`src/rtl/nand3_cell_exerciser_pkg.sv`:
```
// Shared types and helpers for the NAND3 cell exerciser.
// Gray sequencing is selected by NAND3_CELL_EXERCISER_GRAY_EN (see vecgen).
package nand3_cell_exerciser_pkg;

  localparam int unsigned NUM_VEC = 8;
  localparam int unsigned VEC_W   = 3;
  localparam int unsigned ERR_W   = 8;
  localparam int unsigned SCNT_W  = 4;

  typedef enum logic [1:0] {
    ST_IDLE   = 2'd0,
    ST_SETTLE = 2'd1,
    ST_SAMPLE = 2'd2,
    ST_FINISH = 2'd3
  } state_e;

  // One 3-input pattern as seen by a cell: bit 0 is A1.
  typedef struct packed {
    logic a3;
    logic a2;
    logic a1;
  } pat_t;

  function automatic logic [VEC_W-1:0] gray_of(input logic [VEC_W-1:0] v);
    return v ^ (v >> 1);
  endfunction

  function automatic logic zn_exp(input logic [VEC_W-1:0] p);
    return ~&p;
  endfunction

endpackage

```
`src/rtl/nand3_cell_exerciser_vecgen.sv`:
```
// Vector index, settle timer and registered pattern for the exerciser.
// NAND3_CELL_EXERCISER_GRAY_EN selects Gray-ordered patterns instead of binary.
module nand3_cell_exerciser_vecgen
  import nand3_cell_exerciser_pkg::*;
#(
  parameter int unsigned SETTLE_CYC = 2
) (
  input  logic CLK,
  input  logic RN,
  input  logic load,
  input  logic in_settle,
  input  logic advance,
  input  logic clear,
  output pat_t pat,
  output logic settle_done_c,
  output logic last_c
);

  localparam logic [SCNT_W-1:0] SCNT_LAST = SCNT_W'(SETTLE_CYC - 1);
  localparam logic [VEC_W-1:0]  V_LAST    = VEC_W'(NUM_VEC - 1);

  logic [VEC_W-1:0]  v_q;
  logic [SCNT_W-1:0] scnt_q;

  function automatic pat_t pat_of(input logic [VEC_W-1:0] v);
`ifdef NAND3_CELL_EXERCISER_GRAY_EN
    return pat_t'(gray_of(v));
`else
    return pat_t'(v);
`endif
  endfunction

  // Vector index and the pattern driven onto the cells.
  always_ff @(posedge CLK or negedge RN) begin
    if (!RN) begin
      v_q <= '0;
      pat <= '0;
    end else if (load) begin
      v_q <= '0;
      pat <= pat_of(VEC_W'(0));
    end else if (advance) begin
      v_q <= VEC_W'(v_q + 1'b1);
      pat <= pat_of(VEC_W'(v_q + 1'b1));
    end else if (clear) begin
      v_q <= '0;
      pat <= '0;
    end
  end

  // Counts cycles spent in SETTLE; idles at zero otherwise.
  always_ff @(posedge CLK or negedge RN) begin
    if (!RN) begin
      scnt_q <= '0;
    end else if (load || !in_settle || (scnt_q == SCNT_LAST)) begin
      scnt_q <= '0;
    end else begin
      scnt_q <= SCNT_W'(scnt_q + 1'b1);
    end
  end

  assign settle_done_c = in_settle && (scnt_q == SCNT_LAST);
  assign last_c        = (v_q == V_LAST);

endmodule

```
`src/rtl/nand3_cell_exerciser.sv`:
```
// Drives all 3-input patterns onto N_CELLS NAND3 cells and scores ZN.
// Optional Gray ordering via NAND3_CELL_EXERCISER_GRAY_EN.
module nand3_cell_exerciser
  import nand3_cell_exerciser_pkg::*;
#(
  parameter int unsigned N_CELLS    = 4,
  parameter int unsigned SETTLE_CYC = 2
) (
  input  logic               CLK,
  input  logic               RN,
  input  logic               START,
  output logic [N_CELLS-1:0] A1,
  output logic [N_CELLS-1:0] A2,
  output logic [N_CELLS-1:0] A3,
  input  logic [N_CELLS-1:0] ZN,
  output logic               BUSY,
  output logic               DONE,
  output logic               PASS,
  output logic [ERR_W-1:0]   ERR_CNT,
  output logic [N_CELLS-1:0] FAIL_MAP
);

  localparam int unsigned POP_W   = $clog2(N_CELLS + 1);
  localparam int unsigned SUM_W   = ERR_W + 1;
  localparam int unsigned ERR_MAX = (1 << ERR_W) - 1;

  state_e             state_q, state_d;
  logic               busy_d, done_d, pass_d;
  logic [ERR_W-1:0]   err_d;
  logic [N_CELLS-1:0] fmap_d;
  logic               load_c, advance_c, clear_c;
  logic               settle_done_c, last_c;
  pat_t               pat;
  logic [N_CELLS-1:0] mism_c;
  logic [POP_W-1:0]   pop_c;
  logic [SUM_W-1:0]   sum_c;
  logic [ERR_W-1:0]   err_sat_c;

  nand3_cell_exerciser_vecgen #(
    .SETTLE_CYC (SETTLE_CYC)
  ) u_vecgen (
    .CLK           (CLK),
    .RN            (RN),
    .load          (load_c),
    .in_settle     (state_q == ST_SETTLE),
    .advance       (advance_c),
    .clear         (clear_c),
    .pat           (pat),
    .settle_done_c (settle_done_c),
    .last_c        (last_c)
  );

  assign A1 = {N_CELLS{pat.a1}};
  assign A2 = {N_CELLS{pat.a2}};
  assign A3 = {N_CELLS{pat.a3}};

  // Per-cell mismatch against ideal NAND3 and saturating accumulation.
  assign mism_c = ZN ^ {N_CELLS{zn_exp(pat)}};

  always_comb begin
    pop_c = '0;
    for (int unsigned i = 0; i < N_CELLS; i++) begin
      pop_c = POP_W'(pop_c + POP_W'(mism_c[i]));
    end
  end

  assign sum_c     = SUM_W'(ERR_CNT) + SUM_W'(pop_c);
  assign err_sat_c = (sum_c > SUM_W'(ERR_MAX)) ? ERR_W'(ERR_MAX) : sum_c[ERR_W-1:0];

  always_comb begin
    state_d   = state_q;
    busy_d    = BUSY;
    done_d    = 1'b0;
    pass_d    = PASS;
    err_d     = ERR_CNT;
    fmap_d    = FAIL_MAP;
    load_c    = 1'b0;
    advance_c = 1'b0;
    clear_c   = 1'b0;
    case (state_q)
      ST_IDLE: begin
        if (START) begin
          state_d = ST_SETTLE;
          busy_d  = 1'b1;
          pass_d  = 1'b0;
          err_d   = '0;
          fmap_d  = '0;
          load_c  = 1'b1;
        end
      end
      ST_SETTLE: begin
        if (settle_done_c) begin
          state_d = ST_SAMPLE;
        end
      end
      ST_SAMPLE: begin
        fmap_d = FAIL_MAP | mism_c;
        err_d  = err_sat_c;
        if (last_c) begin
          state_d = ST_FINISH;
          busy_d  = 1'b0;
          done_d  = 1'b1;
          pass_d  = (err_sat_c == '0);
          clear_c = 1'b1;
        end else begin
          state_d   = ST_SETTLE;
          advance_c = 1'b1;
        end
      end
      ST_FINISH: begin
        state_d = ST_IDLE;
      end
      default: begin
        state_d = ST_IDLE;
      end
    endcase
  end

  always_ff @(posedge CLK or negedge RN) begin
    if (!RN) begin
      state_q  <= ST_IDLE;
      BUSY     <= 1'b0;
      DONE     <= 1'b0;
      PASS     <= 1'b0;
      ERR_CNT  <= '0;
      FAIL_MAP <= '0;
    end else begin
      state_q  <= state_d;
      BUSY     <= busy_d;
      DONE     <= done_d;
      PASS     <= pass_d;
      ERR_CNT  <= err_d;
      FAIL_MAP <= fmap_d;
    end
  end

endmodule

```
`config.mk`:
```
export PLATFORM = sky130hd
export DESIGN_NAME = nand3_cell_exerciser
export DESIGN_NICKNAME = d
export VERILOG_FILES = /design/src/rtl/nand3_cell_exerciser_pkg.sv /design/src/rtl/nand3_cell_exerciser_vecgen.sv /design/src/rtl/nand3_cell_exerciser.sv
export SDC_FILE = /design/constraint.sdc
export NUM_CORES = 1
export LEC_CHECK = 0
export ABC_AREA = 1
export CAP_MARGIN = 20
export CORE_ASPECT_RATIO = 1.1
export CORE_MARGIN = 5
export CORE_UTILIZATION = 25
export DETAILED_ROUTE_END_ITERATION = 16
export PLACE_DENSITY_LB_ADDON = 0.08
export SYNTH_ARGS = -nofsm -noshare
export SYNTH_HDL_FRONTEND = slang
export SYNTH_SLANG_ARGS = --single-unit
```
`constraint.sdc`:
```
create_clock -name CLK -period 5.2 [get_ports CLK]
set_clock_uncertainty 0.05 [all_clocks]
set_input_delay 0.78 -clock CLK [delete_from_list [all_inputs] [get_ports CLK]]
set_output_delay 0.78 -clock CLK [all_outputs]
set_load 0.01 [all_outputs]
```
==> flow_summary.toml, run 1 <==
[timing]
setup_viol = 0
slew_viol_final = 0
relSlewSlack_pct = 76.2
tightestPinTransition_ps = 358
clock.fmax_mhz = 275
setup_tns_ps = 0
rsz0062_at_grt = "false"
hold_viol_final = 0
fin_crit_ps = 3630
period_share_pct = 69.9

[yosys]
ys.flop_type = "dfrtp_1"
ys_seq_area_share_pct = 43.0
async_flop_share_pct = 100
netlist_area_sq_um = 1400
synth-edff-count = 0
ys_ff_latch = 24
ys_top_cells_by_area = "dfrtp_1 (43%), nand2_1 (9.1%), buf_4 (5.4%)"
syn_avg_cell_area_sq_um = 8.51
yosys_warnings = 0
synth_common_cells = "nand2_1 (34), dfrtp_1 (24), inv_1 (20), nor2_1 (12), buf_4 (10)"
ys_types = 26
post-synth-top-area-fraction_pct = 43.0
yosysMostFrequentCell = "nand2_1"
synthCells = 164
syn_nets = 179
synth.largest_area_cell = "dfrtp_1"

[drt]
drt-wirelength-per-cell_microns = 11.9
first_pass_iters = 4
drc = 0
vias = 1106
drt_wl_total_microns = 3180
drt_iter0_markers = 33
ant_nets = 0
drt-vias-per-instance = 4.16

[worst_hold_path]
min_from = "BUSY"
whs_path_depth = 2
min_path_type = "reg -> reg"
hold_path_end = "BUSY"

[clock_tree]
root_buffer = "clkbuf_8"
cts_tree = "done"
cts_max_level = 1
path_clk_slew_ps = 90
cts_max_path_buffers = 2
clock_latency_ps = 260
hold_buffers = 0
post_cts_buffers = 0
postCtsResizedCells = 0
cts_made_buffers = 3
clock_sinks = 24

[critical_path]
crit_arrival_ps = 3790
reg2reg_slack_ps = 1570
worstPathRequired_ps = 5360
r2r_start = "u_vecgen.v_q[0]"
path_class = "reg -> reg"
path_max_fanout = 7
endpoint_kind = "register"
critPathLaunchType = "register"
r2r_cells = 14
r2r_end = "PASS"

[final_layout]
fin_util_pct = 33.3
multiInputGateArea_sq_um = 622
final_cells = 266
num_antenna_cells = 0
final_nets = 207
stdcell_area_sq_um = 1800
seq_area_sq_um = 601
drive_gt1_share_pct = 10.5
syn_to_final_growth_pct = 28.7
n_fill_cell = 599

[global_routing]
first_global_vias = 1185
grt_max_degree = 25
overflow = 0
grt.total_usage_pct = 10.2
grt_pass1_wl_microns = 5600
antenna_found_initial = 0

[placed_design]
placed_area_sq_um = 1740
place.gp.congestion = 0.858
place_hpwl_microns = 2480
port_buffers = 33
dp.cells = 262

[die]
pin_count = 34
core_area_sq_um = 5400
die_area_sq_um = 7180
die_y_microns = 88.4
start_util_pct = 25.9
dieWidth_microns = 81.2
num_rows = 28

[pwr]
power.leakage_nw = 0.818
p_per_area_nw_per_um2 = 429
irDropWorstVdd_mv = 0.191

[run]
maxCapViolCount = 0

[run_status]
status = "completed"
worst max-delay path, cell delays in order (launching register included):
cell and delay, ps:
dfrtp_1 450, ha_1 230, ha_1 300, xnor2_1 260
inv_1 80, fa_1 480, inv_1 50, fa_1 460
fa_1 510, or2_2 300, nor2_2 100, nand3_1 80
nor2_1 90, nand3_1 70, nand2_1 60
layer usage:
layer  part of all wire [%]  GRT usage (%)  vias up
li1                       -              -      556
met5                      0              0        -
met4                    1.2           3.69        0
met1                     46           13.4      523
met2                     49           16.9       23
met3                    3.1           1.83        4
where the power goes:
| group | total (mW) | switching (mW) | internal, mW | leakage [nW] |
|---|---|---|---|---|
| Sequential | 0.281 | 0.0489 | 0.233 | 0.317 |
| Combinational | 0.362 | 0.191 | 0.171 | 0.472 |
| Clock | 0.127 | 0.0595 | 0.0676 | 0.0288 |
how the worst max path moves through the flow:
stage / from / endpoint / slack [ps] / cells after the start
after floorplan: u_vecgen.v_q[0] / PASS / 1770 / 15
after global placement: ZN[2] / PASS / 1420 / 13
after detailed placement: ZN[2] / PASS / 1380 / 13
after CTS: u_vecgen.v_q[0] / PASS / 1520 / 14
after global routing: u_vecgen.v_q[0] / PASS / 1280 / 15
final: u_vecgen.v_q[0] / PASS / 1570 / 14
logic make-up after synthesis:
logic type	synth area share, %
AND/OR/NAND/NOR	22.8
AO/OA/AOI/OAI	9.24
adder cells (fa/ha/maj)	8.79
buffers and inverters	12.4
XOR/XNOR	3.77
flip-flops	43.0
area by class of cell:
type / instances / share of cell area [%]
Multi-Input combinational cell: 106 / 34.6
Clock buffer: 4 / 3.07
Sequential cell: 24 / 33.4
Inverter: 23 / 4.81
Tap cell: 75 / 5.23
Timing Repair Buffer: 34 / 18.8
cells in the final DEF, fill, tap and decap left out:
cell type,synthesis,layout
inv_2,2,2
nand3_1,9,9
nor2_1,12,12
o21ai_0,6,6
nor2_2,3,3
o21ai_1,7,7
clkdlybuf4s50_1,0,33
or2_2,1,1
nand3_2,1,1
clkinv_1,1,1
nand2_4,1,1
ha_1,5,5
xnor2_1,4,4
clkbuf_8,0,4
o21a_1,1,1
nor2_4,2,2
dfrtp_1,24,24
nand2_2,4,4
o22ai_1,2,2
inv_1,20,20
a21oi_1,7,7
or2_1,1,1
fa_1,3,3
a21oi_2,1,1
buf_4,10,1
xor2_1,2,2
nand2_1,34,34
flip-flops by register name, summed over array words and instances (netlist names):
signal / flops
BUSY: 1
DONE: 1
ERR_CNT: 8
FAIL_MAP: 4
PASS: 1
state_q: 2
u_vecgen.scnt_q: 4
u_vecgen.v_q: 3
metrics by stage:
step / hold WS, ps / worst slack (ps) / power [mW]
floorplan: 411 / 1770 / 0.514
global placement: 423 / 1420 / 0.657
detailed placement: 429 / 1380 / 0.655
CTS: 451 / 1520 / 0.789
global route: 462 / 1280 / 0.844
finish: 444 / 1570 / 0.771
No activity file was read; power rests on OpenSTA's default activity.
==> run 2: changes to the inputs <==
clock period = 3.5 ns   (was 5.2 ns; I/O delays follow)
==> run 2 against run 1 <==
Effect of this change:
- utilization rose by 0.67 points
- die area did not move
- total power rose by 49%
- first-iteration DRC count fell by 58%
- cell area rose by 2.0%
- combinational power rose by 56%
- largest power group unchanged
- critical path type unchanged
- global-route usage barely moved
- maximum frequency rose by 11%
==> flow_summary.toml, run 2 (synthesis results as in run 1) <==
[global_routing]
grt_pass1_wl_microns = 5680
grt.total_usage_pct = 10.2
grt_max_degree = 25
first_global_vias = 1230
antenna_found_initial = 0
overflow = 0

[drt]
first_pass_iters = 4
drt-wirelength-per-cell_microns = 12.2
vias = 1132
drt_wl_total_microns = 3280
drt_iter0_markers = 14
drc = 0
ant_nets = 0
drt-vias-per-instance = 4.19

[timing]
setup_viol = 0
hold_viol_final = 0
period_share_pct = 93.3
slew_viol_final = 0
tightestPinTransition_ps = 355
clock.fmax_mhz = 306
setup_tns_ps = 0
relSlewSlack_pct = 76.2
fin_crit_ps = 3270
rsz0062_at_grt = "false"

[die]
start_util_pct = 25.9
die_area_sq_um = 7180
pin_count = 34
num_rows = 28
die_y_microns = 88.4
core_area_sq_um = 5400
dieWidth_microns = 81.2

[final_layout]
most-common-layout-cells = "nand2_1 (34), clkdlybuf4s50_1 (33), dfrtp_1 (24)"
final_common_cell = "nand2_1"
num_antenna_cells = 0
top_regs = "ERR_CNT: 8 flops, FAIL_MAP: 4 flops, u_vecgen.scnt_q: 4 flops"
final_nets = 212
syn_to_final_growth_pct = 31.3
n_fill_cell = 594
final_cells = 270
stdcell_area_sq_um = 1830
drive_gt1_share_pct = 13.8
largest_register_ffs = 8
largest-register = "ERR_CNT"

[clock_tree]
clock_sinks = 24
cts_max_level = 1
hold_buffers = 0
root_buffer = "clkbuf_8"
cts_max_path_buffers = 2
cts_made_buffers = 3
cts_tree = "done"
post_cts_buffers = 0
path_clk_slew_ps = 80
clock_latency_ps = 270

[critical_path]
r2r_end = "PASS"
crit_arrival_ps = 3430
path_class = "reg -> reg"
reg2reg_slack_ps = 230
r2r_start = "u_vecgen.v_q[0]"
endpoint_kind = "register"
critPathLaunchType = "register"
r2r_cells = 14
worstPathRequired_ps = 3660
path_max_fanout = 4

[run_status]
status = "completed"

[placed_design]
place_hpwl_microns = 2560
dp.cells = 267
placed_area_sq_um = 1780
place.gp.congestion = 0.849
port_buffers = 33

[worst_hold_path]
min_path_type = "reg -> reg"
min_from = "BUSY"
hold_path_end = "BUSY"
whs_path_depth = 2

[pwr]
power.leakage_nw = 0.838
irDropWorstVdd_mv = 0.286
p_per_area_nw_per_um2 = 625

[run]
maxCapViolCount = 0
==> run 2: cell count changes in the layout (fill, tap and decap cells not counted), sizes merged <==
| cell | change |
|---|---|
| clkbuf | -1 |
| buf | +5 |
==> run 2: power by group <==
part | switching, mW | internal, mW | leakage [nW] | total (mW)
combinational | 0.296 | 0.269 | 0.499 | 0.565
sequential | 0.0640 | 0.345 | 0.317 | 0.409
clock | 0.0937 | 0.0772 | 0.0216 | 0.171
==> run 2: per-stage QoR <==
stage	utilization [%]	total power, mW	hold WS (ps)	setup WS [ps]
finish	34.0	1.15	434	233
global placement	33.0	0.991	421	-28.4
global route	34.0	1.24	470	36.5
floorplan	-	0.763	179	73.2
CTS	33.7	1.16	439	3.41
detailed placement	33.0	0.989	419	-60.8
==> run 2: cell type report <==
cell class	instances	area (sq um)	share of cell area, %
Inverter	23	86.3	4.71
Sequential cell	24	601	32.8
Tap cell	75	93.8	5.12
Multi-Input combinational cell	106	634	34.6
Timing Repair Buffer	39	375	20.5
Clock buffer	3	41.3	2.25
==> run 2: how the worst max path moves through the flow <==
stage	start	end	slack (ps)	depth (start not counted)
global route	u_vecgen.v_q[0]	PASS	40	14
global placement	ZN[2]	PASS	-30	13
floorplan	u_vecgen.v_q[0]	PASS	70	15
detailed placement	ZN[2]	PASS	-60	13
finish	u_vecgen.v_q[0]	PASS	230	14
CTS	u_vecgen.v_q[0]	PASS	3	14
==> run 2: critical path, stage by stage (launching register included) <==
cell and delay [ps]:
dfrtp_1 400, ha_1 200, ha_2 210, xnor2_2 170, inv_1 70, fa_1 470
inv_1 60, fa_2 400, fa_1 460, or2_2 300, nor2_2 110, nand3_1 80
nor2_1 90, nand3_1 70, nand2_1 60
==> run 2: routing by layer <==
metal | track usage [%] | vias up | routed length [microns] | part of all wire, %
met5 | 0 | - | 0 | 0
met4 | 4.30 | 0 | 46 | 1.4
met1 | 12.6 | 538 | 1480 | 45
met2 | 17.1 | 25 | 1630 | 50
met3 | 2.24 | 5 | 125 | 3.8
li1 | - | 564 | - | -
==> run 2: repair_timing <==
item / 4_1_cts / 5_1_grt
pin swaps: 1 / 1
endpoints found under the setup margin: 1 / 7
resized for setup: 0 / 3
